<file path="config.mk">
export PLATFORM = sky130hd
export DESIGN_NAME = alu_mux_nto1_pipe
export DESIGN_NICKNAME = d
export VERILOG_FILES = /design/src/rtl/alu_mux_pkg.sv /design/src/rtl/alu_rr_arbiter.sv /design/src/rtl/alu_mux_nto1_pipe.sv
export SDC_FILE = /design/constraint.sdc
export NUM_CORES = 1
export LEC_CHECK = 0
export ABC_AREA = 1
export BUFFER_PORTS_ARGS = -buffer_cell sky130_fd_sc_hd__buf_4
export CAP_MARGIN = 20
export CORE_ASPECT_RATIO = 1.5
export CORE_MARGIN = 5
export CORE_UTILIZATION = 35
export DETAILED_ROUTE_END_ITERATION = 8
export PLACE_DENSITY_LB_ADDON = 0.3
export SYNTH_ARGS = -nofsm -noshare
export SYNTH_HDL_FRONTEND = slang
export SYNTH_SLANG_ARGS = --single-unit
export TNS_END_PERCENT = 30
</file>
<file path="constraint.sdc">
create_clock -name clk -period 1.3 [get_ports clk]
set_clock_uncertainty 0.1 [all_clocks]
set_input_delay 0.13 -clock clk [delete_from_list [all_inputs] [get_ports clk]]
set_output_delay 0.13 -clock clk [all_outputs]
set_load 0.01 [all_outputs]
</file>
<file path="src/rtl/alu_mux_pkg.sv">
// rtl/alu_mux_pkg.sv - shared constants for the N:1 pipelined operand selector
//
// Purpose : mode encodings and the default datapath geometry used by
//           alu_mux_nto1_pipe and alu_rr_arbiter.
// Ports   : none (package).
// Config  : ALU_MUX_RR_EN enables the round-robin mode in the users of this package.

package alu_mux_pkg;

   localparam logic MODE_FIXED = 1'b0;
   localparam logic MODE_RR    = 1'b1;

   localparam int ALU_MUX_WIDTH = 32;
   localparam int ALU_MUX_N     = 4;

endpackage

</file>
<file path="src/rtl/alu_rr_arbiter.sv">
// rtl/alu_rr_arbiter.sv - combinational round-robin grant among N requesters
//
// Purpose : picks the first set request scanning ptr+1, ptr+2, ... (mod N).
// Ports   : req         in  N      request vector
//           ptr         in  SEL_W  index of the most recent winner
//           grant       out N      one-hot grant (all zero when no request)
//           grant_idx   out SEL_W  encoded grant index (0 when no request)
//           grant_valid out 1      some request was granted
// Config  : instantiated only when ALU_MUX_RR_EN is defined.

module alu_rr_arbiter
   import alu_mux_pkg::*;
#(
   parameter int N     = ALU_MUX_N,
   parameter int SEL_W = $clog2(ALU_MUX_N)
) (
   input  logic [N-1:0]     req,
   input  logic [SEL_W-1:0] ptr,
   output logic [N-1:0]     grant,
   output logic [SEL_W-1:0] grant_idx,
   output logic             grant_valid
);

   int               cand;
   logic [SEL_W-1:0] cand_idx;

   // Scan starts one past ptr so the last winner has lowest priority.
   always_comb begin
      grant       = '0;
      grant_idx   = '0;
      grant_valid = 1'b0;
      cand        = 0;
      cand_idx    = '0;
      for (int k = 1; k <= N; k++) begin
         cand     = (int'(ptr) + k) % N;
         cand_idx = SEL_W'(cand);
         if (!grant_valid && req[cand_idx]) begin
            grant_valid     = 1'b1;
            grant_idx       = cand_idx;
            grant[cand_idx] = 1'b1;
         end
      end
   end

endmodule

</file>
<file path="src/rtl/alu_mux_nto1_pipe.sv">
// rtl/alu_mux_nto1_pipe.sv - N:1 operand selector with registered valid/ready output
//
// Purpose : selects one of N operand channels (by Selector, or round-robin when
//           compiled in) into a single-entry output register.
// Ports   : clk, reset (async, active-high)
//           In_data   in  N*WIDTH  packed channel data, channel i at [i*WIDTH +: WIDTH]
//           In_valid  in  N        per-channel valid
//           In_ready  out N        per-channel accept (combinational)
//           Selector  in  SEL_W    channel index in fixed mode
//           Mode      in  1        MODE_FIXED / MODE_RR (only with ALU_MUX_RR_EN)
//           OUT_data  out WIDTH    registered selected data
//           OUT_valid out 1        OUT_data holds a word
//           OUT_ready in  1        downstream accepts OUT_data
//           OUT_src   out SEL_W    channel that produced OUT_data
// Config  : ALU_MUX_RR_EN adds the Mode port and the round-robin pointer.

module alu_mux_nto1_pipe
   import alu_mux_pkg::*;
#(
   parameter  int WIDTH = ALU_MUX_WIDTH,
   parameter  int N     = ALU_MUX_N,
   localparam int SEL_W = $clog2(N)
) (
   input  logic               clk,
   input  logic               reset,
   input  logic [N*WIDTH-1:0] In_data,
   input  logic [N-1:0]       In_valid,
   output logic [N-1:0]       In_ready,
   input  logic [SEL_W-1:0]   Selector,
`ifdef ALU_MUX_RR_EN
   input  logic               Mode,
`endif
   output logic [WIDTH-1:0]   OUT_data,
   output logic               OUT_valid,
   input  logic               OUT_ready,
   output logic [SEL_W-1:0]   OUT_src
);

   logic             load_en;
   logic             sel_ok;
   logic [N-1:0]     fixed_oh;
   logic [N-1:0]     grant_oh;
   logic [SEL_W-1:0] grant_idx;
   logic             grant_valid;
   logic             xfer;
   logic [WIDTH-1:0] sel_data;

   assign load_en = !OUT_valid || OUT_ready;

   // Out-of-range selector (non-power-of-2 N) grants nothing.
   assign sel_ok   = ({1'b0, Selector} < (SEL_W + 1)'(N));
   assign fixed_oh = sel_ok ? (N'(1) << Selector) : '0;

`ifdef ALU_MUX_RR_EN
   logic [SEL_W-1:0] ptr;
   logic [N-1:0]     rr_oh;
   logic [SEL_W-1:0] rr_idx;
   logic             rr_valid;

   alu_rr_arbiter #(
      .N     (N),
      .SEL_W (SEL_W)
   ) u_rr_arbiter (
      .req         (In_valid),
      .ptr         (ptr),
      .grant       (rr_oh),
      .grant_idx   (rr_idx),
      .grant_valid (rr_valid)
   );

   always_comb begin
      if (Mode == MODE_RR) begin
         grant_oh    = rr_oh;
         grant_idx   = rr_idx;
         grant_valid = rr_valid;
      end else begin
         grant_oh    = fixed_oh;
         grant_idx   = Selector;
         grant_valid = sel_ok;
      end
   end

   // Pointer only advances on a round-robin transfer; stalls and fixed-mode
   // transfers leave it alone so fairness resumes where it left off.
   always_ff @(posedge clk or posedge reset) begin
      if (reset) begin
         ptr <= SEL_W'(N - 1);
      end else if (xfer && Mode == MODE_RR) begin
         ptr <= rr_idx;
      end
   end
`else
   assign grant_oh    = fixed_oh;
   assign grant_idx   = Selector;
   assign grant_valid = sel_ok;
`endif

   // In fixed mode the selected channel sees ready even when it is not valid;
   // a transfer still needs its valid.
   assign In_ready = load_en ? grant_oh : '0;
   assign xfer     = load_en && grant_valid && |(grant_oh & In_valid);

   // AND-OR mux on the one-hot grant keeps every index in range for any N.
   always_comb begin
      sel_data = '0;
      for (int i = 0; i < N; i++) begin
         if (grant_oh[i]) begin
            sel_data = sel_data | In_data[i*WIDTH +: WIDTH];
         end
      end
   end

   always_ff @(posedge clk or posedge reset) begin
      if (reset) begin
         OUT_valid <= 1'b0;
         OUT_data  <= '0;
         OUT_src   <= '0;
      end else if (xfer) begin
         OUT_valid <= 1'b1;
         OUT_data  <= sel_data;
         OUT_src   <= grant_idx;
      end else if (OUT_ready) begin
         OUT_valid <= 1'b0;
      end
   end

endmodule

</file>
==> metrics, run 1 <==
#FFs+latches synth 35; Flop pwr share 0.348; Setup WS pre-CTS about 70 ps; Final Setup Violations 24; crit path max fanout 4; final RePlAce weighted congestion 0.795; initial core utilization 0.360; final worst slack -109 ps; Non-Filler Instances 686; total grt overflow 0; core area 0.00723 mm^2; Post-synth EDFFs 0; Tcrit/Tclk final 1.08; asr flop ratio synth 1.00; syn avg cell area between 6 and 7 um^2; Num CTS Buffers 5; vias per inst 4.86; fin nets 722; Comb pwr share 0.423; Hold Crit Class in2reg; Syn Inst Count 413; Worst-path clk slew 70 ps; DRT iter0 DRCs around 190; most common cell in the netlist nand2_1; P_int slightly below 3 mW; Setup CP Type reg2out; largest family of logic cells by synthesized area simple AND/OR/NAND/NOR gates; r2r setup slk -40 ps; die area 0.00930 mm^2; total iterations of the first detailed-routing run 4; Synth Area in XOR/XNOR 0; Longest Clk Path Bufs 2; Worst EP required between 1000 and 1500 ps; Hold Path Sink OUT_data[4]$_DFFE_PP0P_; Distinct cells, synth 17; RSZ-0062 raised after global routing yes; Final Hold Viols 0; Post-Syn Area approximately 0.0026 mm^2; synth top area cells dfrtp_1, nand3_1, nand2_1, inv_1, nand4_1; ys flop type dfrtp_1; port buffer count approximately 180; Worst setup EP type output pin; synthesis-to-layout area growth 66.9%; hold path depth 5; Synth Area in Adders 0; first-pass GRT wire length roughly 15 mm; post-route ant nets 0; die span in x slightly above 80 um; vias in the first global route 3213; row cnt 38; reg-to-reg endpoint OUT_data[27]$_DFFE_PP0P_; maximum VDD drop 0.000513 V; failing checks setup timing; routed via count between 3000 and 4000; DR WL/cell ~15 um; top cell type's share of synthesized area 0.336; Post-synth top cells nand2_1, nand3_1, dfrtp_1, inv_1; I/O pins 176; status complete, but fails checks; Static Leak ~2.4 nW; Post-Place Cells about 670; GRT Total Usage 0.208; clk sinks 35; actual slew at the worst max-slew pin approximately 450 ps; Ant. Diodes 0; dpl cell area ~0.0041 mm^2; Pwr Density around 1000 mW/mm^2; share of cells above drive strength 1 0.377; clock share of power 0.229; final instance area about 0.0043 mm^2; Worst Min Path Start In_data[4]; post-synthesis sequential area ratio 0.336; Filler Cell Count ~720; initial antenna violation count 0; Clock Latency Late Sink 280 ps; number of synthesis warnings 0; max frequency 710 MHz; dpl hpwl between 7 and 8 mm; Switching Share 0.327; CTS tree done; compound-cell area share of the yosys netlist 0.00625; # DRC 0; htree depth 2; CP arrival about 1200 ps; Rel. slew slack 0.699; launching point of the worst reg2reg path OUT_valid$_DFFE_PP0P_; die height ~120 um; P_sw roughly 1.4 mW; largest net degree at the start of global routing 36; biggest area consumer among synthesized cells dfrtp_1; mux cell area share after synthesis 0; startpoint types flop; Simple-Gate Fraction of Synth Area 0.531; r2r worst-path depth 7; Max Cap Viol 0; Slew Viols, Final 0; Mapped Nets 550; Total Routed Length a little over 10 mm; root buf cell clkbuf_8; Final min period between 1000 and 1500 ps
==> what timing repair did <==
action | CTS | global route
hold endpoints to repair | 35 | 0
resized for setup | 6 | 5
hold buffers | 1 | 0
setup buffers | 0 | 1
cloned | 0 | 3
setup endpoints to repair | 4 | 36
==> kinds of logic (layout without fill, tap and decap cells) <==
kind of cell / Yosys count / in the layout
and+or+nand+nor: 306 / 306
buffers and inverters: 71 / 244
DFF: 35 / 35
AOI/OAI and AO/OA: 1 / 1
==> flip-flops by register name, summed over array words and instances (netlist names) <==
signal,cells
OUT_data,32
OUT_valid,1
OUT_src,2
==> placed cells by master, fill, tap and decap left out <==
| master | count |
|---|---|
| buf_12 | 7 |
| buf_4 | 185 |
| buf_6 | 3 |
| bufinv_16 | 1 |
| clkbuf_16 | 3 |
| clkbuf_8 | 6 |
| clkinv_2 | 1 |
| dfrtp_1 | 35 |
| dlygate4sd3_1 | 1 |
| inv_1 | 32 |
| inv_2 | 5 |
| nand2_1 | 147 |
| nand2_2 | 2 |
| nand2_4 | 1 |
| nand3_1 | 133 |
| nand4_1 | 17 |
| nor2_2 | 1 |
| nor2_4 | 1 |
| nor3_2 | 1 |
| nor3_4 | 3 |
| o21ai_4 | 1 |
==> worst max path at each step <==
stage,endpoint,slack [ps],start
floorplan,OUT_data[10]$_DFFE_PP0P_,50,OUT_valid$_DFFE_PP0P_
detailed placement,OUT_data[18]$_DFFE_PP0P_,70,Selector[0]
CTS,In_ready[1],-90,OUT_valid$_DFFE_PP0P_
finish,In_ready[1],-110,OUT_valid$_DFFE_PP0P_
global placement,OUT_data[2]$_DFFE_PP0P_,80,Selector[1]
global route,In_ready[1],-160,OUT_valid$_DFFE_PP0P_
==> critical path, stage by stage (launching register included) <==
cell	delay [ps]
dfrtp_1	400
inv_2	60
nor2_2	40
buf_6	130
nor3_4	110
buf_4	150
==> cell type report <==
cell class,count,area (um^2),share of cell area
Multi-Input combinational cell,307,1440,0.331
Timing Repair Buffer,199,1650,0.379
Inverter,37,139,0.0320
Tap cell,100,125,0.0288
Clock buffer,6,82.6,0.0190
Clock inverter,2,35.0,0.00806
Sequential cell,35,876,0.202
==> metal layers <==
| layer | GRT usage | up-vias | routed length (um) |
|---|---|---|---|
| li1 | - | 1690 | - |
| met1 | 0.222 | 1486 | 3680 |
| met2 | 0.394 | 153 | 5380 |
| met3 | 0.0544 | 8 | 1050 |
| met4 | 0.0575 | 0 | 159 |
| met5 | 0 | - | 0 |
==> through the flow <==
step / power, mW / hold WS, ps / TNS [ps] / util
finish: 4.34 / 82.7 / -814 / 0.601
floorplan: 2.27 / 184 / 0 / -
global placement: 3.25 / 170 / 0 / 0.565
global route: 4.63 / 102 / -3060 / 0.601
detailed placement: 3.28 / 170 / 0 / 0.565
CTS: 4.30 / 72.9 / -319 / 0.586
==> power groups by stage <==
stage          sequential (mW)  combinational [mW]  clock (mW)
6_report                  1.51                1.84       0.993
5_1_grt                   1.54                2.02        1.08
4_1_cts                   1.51                1.77        1.03
3_5_place_dp              1.53                1.75           0
3_3_place_gp              1.52                1.73           0
2_1_floorplan             1.61               0.659           0
No activity file was read; power rests on OpenSTA's default activity.
==> run 2: changes to the inputs <==
==> constraint.sdc (replaced) <==
create_clock -name clk -period 1.1 [get_ports clk]
set_clock_uncertainty 0.1 [all_clocks]
set_input_delay 0.11 -clock clk [delete_from_list [all_inputs] [get_ports clk]]
set_output_delay 0.11 -clock clk [all_outputs]
set_load 0.01 [all_outputs]
==> run 2 against run 1 <==
Effect of this change: the run still ends with setup timing left; register-to-register slack lost 170 ps; highest routed layer unchanged; final cell count is the same; clock-buffer cell count grew 1; die area is the same; wire length shrank 3.0%; critical path depth is the same; setup slack lost 160 ps; via count grew 0.84%; largest power group unchanged; sequential power grew 18%; worst hold slack lost 46 ps; sequential cell count is the same.
==> metrics, run 2 (synthesized netlist as in run 1, its figures left out) <==
status complete, but fails checks; failing checks setup timing; Num CTS Buffers 5 (unchanged); Filler Cell Count 711 (-1.7%); port buffer count 175 (unchanged); Final Setup Violations 40 (+67%); largest net degree at the start of global routing 37 (+2.8%); I/O pins 176 (unchanged); CP max stage cell dfrtp_1; crit path max fanout 4 (unchanged); actual slew at the worst max-slew pin 351 ps (-101 ps); startpoint types flop; vias in the first global route 3335 (+3.8%); first-pass GRT wire length 15.6 mm (+2.9%); Tcrit/Tclk final 1.25; r2r setup slk -210 ps (-170 ps); Total Routed Length 9.95 mm (-3.0%); Post-Place Cells 672 (-0.15%); Setup CP Type reg2out; crit-path max cell delay 390 ps (about the same); hold path depth 3 (-2); Worst Min Path Start Selector[0]; M1 GR Usage 0.235 (+0.0128); Rel. slew slack 0.766 (+0.0671); worst setup path startpoint OUT_valid$_DFFE_PP0P_; GR Util met2 0.388 (-0.00608); Hold Crit Class in2reg; Final Util 0.607 (+0.00589); Slew Viols, Final 0 (unchanged); GRT Total Usage 0.210 (+0.00298); share of cells above drive strength 1 0.399 (+0.0222); r2r worst-path depth 8 (+1); maximum VDD drop 0.000524 V (+2.2%); CTS tree done; RSZ-0062 raised after global routing yes; final instance area 0.00439 mm^2 (+0.98%); Max Cap Viol 0 (unchanged); total grt overflow 0 (unchanged); most common cell after layout, fill and taps aside buf_4; top flop regs OUT_data x32, OUT_src x2, OUT_valid x1; Final Hold Viols 0 (unchanged); fin nets 722 (unchanged); launching point of the worst reg2reg path OUT_valid$_DFFE_PP0P_; dpl cell area 0.00409 mm^2 (unchanged); Pwr Density 1130 mW/mm^2 (+13%); Clock Latency Late Sink 280 ps (about the same); dpl hpwl 7.36 mm (-5.5%); routed via count 3365 (+0.84%); Static Leak 2.43 nW (+0.15%); total iterations of the first detailed-routing run 4 (unchanged); most frequent cells in the layout buf_4, nand3_1, nand2_1; initial core utilization 0.360 (unchanged); post-route ant nets 0 (unchanged); Largest register FFs 32 (unchanged); die height 116 um (unchanged); DR WL/cell 14.5 um (-3.0%); root buf cell clkbuf_8; Power, Total 4.96 mW (+14%); clk sinks 35 (unchanged); vias per inst 4.91 (+0.84%); Worst setup EP type output pin; reg-to-reg endpoint OUT_data[3]$_DFFE_PP0P_; Longest Clk Path Bufs 2 (unchanged); die span in x 80.4 um (unchanged); Hold Slack 37.0 ps (-45.7 ps); Worst-path clk slew 60 ps (about the same); Ant. Diodes 0 (unchanged); final worst slack -272 ps (-164 ps); max frequency about 730 MHz; DRT iter0 DRCs 173 (-6.5%); Biggest register OUT_data; initial antenna violation count 0 (unchanged); Top cell by count, worst path buf_6; CP arrival 1160 ps (-20 ps); core area 0.00723 mm^2 (unchanged); Hold Path Sink OUT_src[0]$_DFFE_PP0P_; Final min period 1370 ps; Non-Filler Instances 686 (unchanged); # DRC 0 (unchanged); cells along the critical path inv_2 -> nor2_4 -> buf_6 -> nor3_4 -> buf_6; synthesis-to-layout area growth 68.5%; grt met3 use 0.0428 (-0.0117); htree depth 2 (unchanged); Worst EP required 890 ps (-180 ps); final RePlAce weighted congestion 0.823 (+3.5%); grt peak-use layer met2; die area 0.00930 mm^2 (unchanged); row cnt 38 (unchanged)
[run 2: layer usage]
metal,up-vias,share of wire
met4,0,0.022
met1,1529,0.36
met2,132,0.53
met3,13,0.087
li1,1691,-
met5,-,0
[run 2: what timing repair did]
item                                    in CTS  in global routing
setup buffers                                0                  1
endpoints found under the setup margin      40                 40
gates cloned                                 2                  2
pin swaps                                    2                 14
hold buffers                                 1                  0
endpoints found under the hold margin       35                  0
resized for setup                            8                 29
[run 2: power by group]
part           total, mW  internal (mW)  switching [mW]  leakage [nW]
Combinational       2.28           1.19            1.09          1.94
Sequential          1.78           1.59           0.196         0.438
Clock              0.895          0.444           0.451        0.0422
[run 2: layout make-up]
class	instances	area, um^2	area share
timing repair buffer	199	1660	0.379
tap	100	125	0.0285
multi-input combinational	307	1500	0.341
inverter	37	146	0.0334
clock buffer	7	76.3	0.0174
sequential	35	876	0.200
clock inverter	1	5.00	0.00114
[run 2: worst max-delay path: cells and delay by family, from the launching register on]
kind / cells / cell delay (ps)
buffers and inverters: 3 / 320
AND/OR/NAND/NOR: 2 / 170
flip-flops: 1 / 390
[run 2: worst max path at each step]
stage                               to  slack [ps]  cells after the start
2_1_floorplan    OUT_valid$_DFFE_PP0P_         -70                      6
3_3_place_gp   OUT_data[7]$_DFFE_PP0P_         -60                      8
3_5_place_dp   OUT_data[7]$_DFFE_PP0P_        -100                      8
4_1_cts                    In_ready[0]        -260                      5
5_1_grt                    In_ready[2]        -330                      5
6_report                   In_ready[1]        -270                      5
[run 2: through the flow]
stage	TNS [ps]	setup WS, ps
finish	-7270	-272
global route	-9370	-331
CTS	-4140	-259
detailed placement	-2670	-98.1
global placement	-1220	-59.9
floorplan	-2050	-68.5
